==> src/rtl/pipelined_multiplier.sv <==
// pipelined_multiplier: LATENCY-stage RV32M multiplier for the MUL execution unit.
// Stage 0 latches extended operands, stage 1 forms the product, later stages carry it.
module pipelined_multiplier #(
  parameter int DATA_LEN    = 32,
  parameter int LATENCY     = 3,
  parameter int RRF_SEL     = 6,
  parameter int SPECTAG_LEN = 5
) (
  input  logic                   clk,
  input  logic                   reset_x,
  input  logic                   in_valid,
  output logic                   in_ready,
  input  logic [DATA_LEN-1:0]    src1,
  input  logic [DATA_LEN-1:0]    src2,
  input  logic                   src1_signed,
  input  logic                   src2_signed,
  input  logic                   sel_lohi,
  input  logic [RRF_SEL-1:0]     in_rrftag,
  input  logic [SPECTAG_LEN-1:0] in_spectag,
  input  logic                   prmiss,
  input  logic                   prsuccess,
  input  logic [SPECTAG_LEN-1:0] spectag_fix,
  input  logic [SPECTAG_LEN-1:0] kill_mask,
  output logic                   out_valid,
  input  logic                   out_ready,
  output logic [DATA_LEN-1:0]    result,
  output logic [RRF_SEL-1:0]     out_rrftag,
  output logic [SPECTAG_LEN-1:0] out_spectag
);

  localparam int XW = DATA_LEN + 1;
  localparam int PW = 2 * DATA_LEN;
  localparam int LS = LATENCY - 1;

  logic [LATENCY-1:0]     vld_q;
  logic [LATENCY-1:0]     lohi_q;
  logic [RRF_SEL-1:0]     tag_q  [LATENCY];
  logic [SPECTAG_LEN-1:0] spec_q [LATENCY];
  logic [XW-1:0]          a_q;
  logic [XW-1:0]          b_q;
  logic [PW-1:0]          prod_q [LATENCY-1];

  logic                   stall;
  logic                   in_kill;
  logic [LATENCY-1:0]     kill;
  logic [SPECTAG_LEN-1:0] keep_mask;
  logic [XW-1:0]          a_ext;
  logic [XW-1:0]          b_ext;
  logic [PW-1:0]          a_wide;
  logic [PW-1:0]          b_wide;
  logic [PW-1:0]          prod;

  assign stall     = vld_q[LS] & ~out_ready;
  assign in_ready  = ~stall;
  assign in_kill   = prmiss & |(in_spectag & kill_mask);
  assign keep_mask = prsuccess ? ~spectag_fix : '1;

  assign a_ext = {src1_signed & src1[DATA_LEN-1], src1};
  assign b_ext = {src2_signed & src2[DATA_LEN-1], src2};

  // Sign-extending to PW makes a plain PW-bit multiply give the low PW product bits
  assign a_wide = {{(PW-XW){a_q[XW-1]}}, a_q};
  assign b_wide = {{(PW-XW){b_q[XW-1]}}, b_q};
  assign prod   = a_wide * b_wide;

  always_comb begin
    kill = '0;
    for (int k = 0; k < LATENCY; k++) begin
      kill[k] = prmiss & |(spec_q[k] & kill_mask);
    end
  end

  always_ff @(posedge clk or negedge reset_x) begin
    if (!reset_x) begin
      vld_q  <= '0;
      lohi_q <= '0;
      a_q    <= '0;
      b_q    <= '0;
      for (int k = 0; k < LATENCY; k++) begin
        tag_q[k]  <= '0;
        spec_q[k] <= '0;
      end
      for (int k = 0; k < LATENCY - 1; k++) begin
        prod_q[k] <= '0;
      end
    end else if (stall) begin
      // Held stages still lose killed ops and resolved tag bits
      for (int k = 0; k < LATENCY; k++) begin
        vld_q[k]  <= vld_q[k] & ~kill[k];
        spec_q[k] <= spec_q[k] & keep_mask;
      end
    end else begin
      vld_q[0]  <= in_valid & ~in_kill;
      lohi_q[0] <= sel_lohi;
      tag_q[0]  <= in_rrftag;
      spec_q[0] <= in_spectag & keep_mask;
      a_q       <= a_ext;
      b_q       <= b_ext;
      for (int k = 1; k < LATENCY; k++) begin
        vld_q[k]  <= vld_q[k-1] & ~kill[k-1];
        lohi_q[k] <= lohi_q[k-1];
        tag_q[k]  <= tag_q[k-1];
        spec_q[k] <= spec_q[k-1] & keep_mask;
      end
      prod_q[0] <= prod;
      for (int k = 1; k < LATENCY - 1; k++) begin
        prod_q[k] <= prod_q[k-1];
      end
    end
  end

  assign out_valid   = vld_q[LS];
  assign out_rrftag  = tag_q[LS];
  assign out_spectag = spec_q[LS];
  assign result      = lohi_q[LS] ? prod_q[LS-1][PW-1:DATA_LEN]
                                  : prod_q[LS-1][DATA_LEN-1:0];

endmodule

==> config.mk <==
export PLATFORM = sky130hd
export DESIGN_NAME = pipelined_multiplier
export DESIGN_NICKNAME = d
export VERILOG_FILES = /design/src/rtl/pipelined_multiplier.sv
export SDC_FILE = /design/constraint.sdc
export NUM_CORES = 2
export LEC_CHECK = 0
export CAP_MARGIN = 20
export CORE_ASPECT_RATIO = 1.2
export CORE_MARGIN = 4
export CORE_UTILIZATION = 55
export DETAILED_ROUTE_END_ITERATION = 6
export PLACE_DENSITY_LB_ADDON = 0.25
export SYNTH_ARGS = -nofsm -noshare
export SYNTH_HDL_FRONTEND = slang
export SYNTH_SLANG_ARGS = --single-unit
==> constraint.sdc <==
create_clock -name clk -period 10.9 [get_ports clk]
set_input_delay 1.635 -clock clk [delete_from_list [all_inputs] [get_ports clk]]
set_output_delay 1.635 -clock clk [all_outputs]
set_load 0.1 [all_outputs]
==> summary.md <==
| Metric | Value |
|---|---|
| Status | `finished with violations` |
| Failing checks | `DRC` |
| Clock buffer depth | `3` |
| TritonCTS Buffers | `28` |
| Mux contribution to synthesized area | `0.0116` |
| HPWL after detailed placement | `96400 µm` |
| Syn. warnings | `0` |
| Global route overflow | `0` |
| 1st-pass router iterations | `7` |
| Count leader, synth | `fa_1` |
| Commonest cells in the netlist | `fa_1, inv_1, nand2_1, and2_1, clkbuf_1` |
| Seq/Total Area, Yosys | `0.123` |
| Simple-gate share of the synthesized area | `0.176` |
| CORE AREA | `85300 µm²` |
| Yosys top cell area share | `0.473` |
| Clk sinks | `233` |
| Post_cts resized | `0` |
| Largest net degree at the start of global routing | `148` |
| Clk_lat worst skew | `0.64 ns` |
| Full die area | `91300 µm²` |
| Post-synth EDFFs | `0` |
| IO Port Bufs | `138` |
| IO Pins | `139` |
| Initial Utilization | `0.558` |
| Layout cell share with drive strength beyond 1 | `0.0374` |
| Vias per cell | `5.39` |
| Slew HR | `0.238` |
| TritonCTS clock tree | `built` |
| Initial antenna violation count | `3` |
| Synthesized area per cell | `9.30 µm²` |
| # rows | `117` |
| Slowest stage delay, CP | `1.07 ns` |
| H-tree levels | `1` |
| Synthesis-to-finish area growth | `6.79%` |
| CP Cell Sequence | `nand2_1, inv_1, fa_1, fa_1, fa_1, inv_1, fa_1, inv_1, fa_1, fa_1, fa_1, inv_1, fa_1, inv_1, ha_1, a21o_1, a21o_1, a21o_2, a211o_2, a41o_4, a311oi_4, nor4b_2, nor3_1` |
| RSZ-0062 raised after global routing | `false` |
| Post-synthesis instance area | `47600 µm²` |
| Die Y-Extent | `330 µm` |
| Worst Hold Class | `reg -> reg` |
| Slowest stage cell, crit path | `dfrtp_1` |
| Final Slew Violations | `0` |
| GRT Util Overall | `0.273` |
| Total buffers and inverters traversed by the critical path | `5` |
| Maximum fanout along the worst path | `34` |
| Net Count, Synth | `6550` |
| Vias post-DR | `33500` |
| Ys async rst share | `1.00` |
| Routed Antenna Nets | `0` |
| Final setup vio count | `0` |
| Vias in the first global route | `37000` |
| CP startpoint kind | `flip-flop` |
| Largest family of logic cells by synthesized area | `adder cells` |
| Initial DRC Count | `1744` |
| Adder-cell share of the synthesized area | `0.529` |
| Worst-Margin Slew | `1.14 ns` |
| Compound-cell area share of the yosys netlist | `0.0386` |
| Delay-heaviest family, CP | `adder cells` |
| Netlist cell types | `74` |
| Area leader, netlist | `fa_1` |
| RD Place Congestion | `0.906` |
| Crit path top cell by count | `fa_1` |
| Post-Syn Instances | `5119` |
| NumNets Final | `6490` |
| Clock Pin Slew Worst Setup and Hold Paths | `0.06 ns` |
| Worst EP required | `11.39 ns` |
| Worst EP arrival | `9.87 ns` |
| Die W | `277 µm` |
| Post-synth top flop | `dfrtp_1` |
| Fmax | `107 MHz` |
| DRT Wirelength | `119000 µm` |
| Root Driver | `clkbuf_16` |
| Post-layout minimum cycle time | `9.38 ns` |
| Setup TNS Final | `0 ns` |
| Post-synthesis xor/xnor area fraction | `0.0125` |
| CP Class | `reg -> reg` |
| Main area contributors after synthesis | `fa_1, dfrtp_1, inv_1` |
| Flops & latches, synth | `233` |
| Post-DR wirelength/cell | `19.1 µm` |
| Final Cycle Share | `0.860` |
| Hold-fix buffers at CTS | `0` |
| DRC viols | `8` |
| Clock Skew | `0.0317 ns` |
| Crit path capture type | `flip-flop` |
| Maxcap violations | `0` |
| First-pass GRT wire length | `198000 µm` |
| Postcts setup bufs | `0` |
| Final hold vios | `0` |
==> kinds of logic after synthesis <==
| family | after synthesis |
|---|---|
| buffers and inverters | 1369 |
| AO/OA/AOI/OAI | 279 |
| XOR/XNOR | 68 |
| multiplexers | 51 |
| AND/OR/NAND/NOR | 1782 |
| adder cells (fa/ha/maj) | 1337 |
| flip-flops | 233 |
==> final cells by class <==
type / count / area [µm²]
multi-input combinational: 3517 / 36500
fill: 7396 / 34500
sequential: 233 / 5840
inverter: 1075 / 4040
timing repair buffer: 204 / 1950
tap: 1130 / 1410
clock buffer: 34 / 773
clock inverter: 17 / 256
antenna: 1 / 2.50
==> through the flow <==
| stage | cells | util | hold WS [ns] | area [µm²] | setup slack, ns |
|---|---|---|---|---|---|
| 6_report | 6211 | 0.595 | 0.463 | 50800 | 1.52 |
| 5_1_grt | 6210 | 0.595 | 0.485 | 50800 | 1.02 |
| 4_1_cts | 6208 | 0.595 | 0.468 | 50800 | 1.59 |
| 3_5_place_dp | 6157 | 0.583 | 0.453 | 49700 | 1.60 |
| 3_3_place_gp | 6156 | 0.582 | 0.444 | 49700 | 1.77 |
| 2_1_floorplan | 5119 | - | 0.433 | 47600 | 2.67 |
==> flip-flops by register name (all words and copies together) (netlist names) <==
register,cells
a_q,33
b_q,33
lohi_q,3
out_rrftag,6
out_spectag,5
prod_q,128
spec_q,10
tag_q,12
vld_q,3
==> worst min-delay path, stage by stage (launching register included) <==
cell and delay [ns]:
dfrtp_1 0.34, nand2_1 0.05, nand2_1 0.05
==> path summary, 6_finish.rpt <==
check,to,cells after the start,startpoint,slack [ns]
min reg2reg,out_rrftag[4]$_DFFE_PN0N_,2,out_rrftag[4]$_DFFE_PN0N_,0.46
max reg2reg,prod_q[123]$_DFFE_PN0N_,23,b_q[3]$_DFFE_PN0N_,1.52
min in group asynchronous,b_q[28]$_DFFE_PN0N_,1,reset_x,1.02
min,out_rrftag[4]$_DFFE_PN0N_,2,out_rrftag[4]$_DFFE_PN0N_,0.46
max,prod_q[123]$_DFFE_PN0N_,23,b_q[3]$_DFFE_PN0N_,1.52
max in group asynchronous,b_q[16]$_DFFE_PN0N_,2,reset_x,8.49
==> layer usage <==
| layer | part of all wire | vias to the layer above | GRT usage | wire length (µm) |
|---|---|---|---|---|
| met5 | 0.00011 | - | 0 | 13 |
| met4 | 0.038 | 2 | 0.0933 | 4540 |
| met3 | 0.054 | 267 | 0.0356 | 6460 |
| met2 | 0.51 | 1006 | 0.479 | 60900 |
| met1 | 0.39 | 17500 | 0.353 | 46700 |
| li1 | - | 14700 | - | - |
==> layout by cell type, fill, tap and decap left out, drive strengths merged, types with 11 or more instances in the layout <==
cell type / n
a211oi: 15
a21o: 35
a21oi: 99
a31oi: 14
and2: 553
buf: 67
clkbuf: 34
clkdlybuf4s50: 137
dfrtp: 233
fa: 1125
ha: 212
inv: 1077
mux2: 32
mux2i: 19
nand2: 1050
nand3: 22
nand4: 11
nor2: 59
nor2b: 30
nor3: 13
o21ai: 51
xnor2: 41
xor2: 27
Power is not shown: default switching activity piles up to over one toggle a cycle in this logic, so the estimate is an artifact.
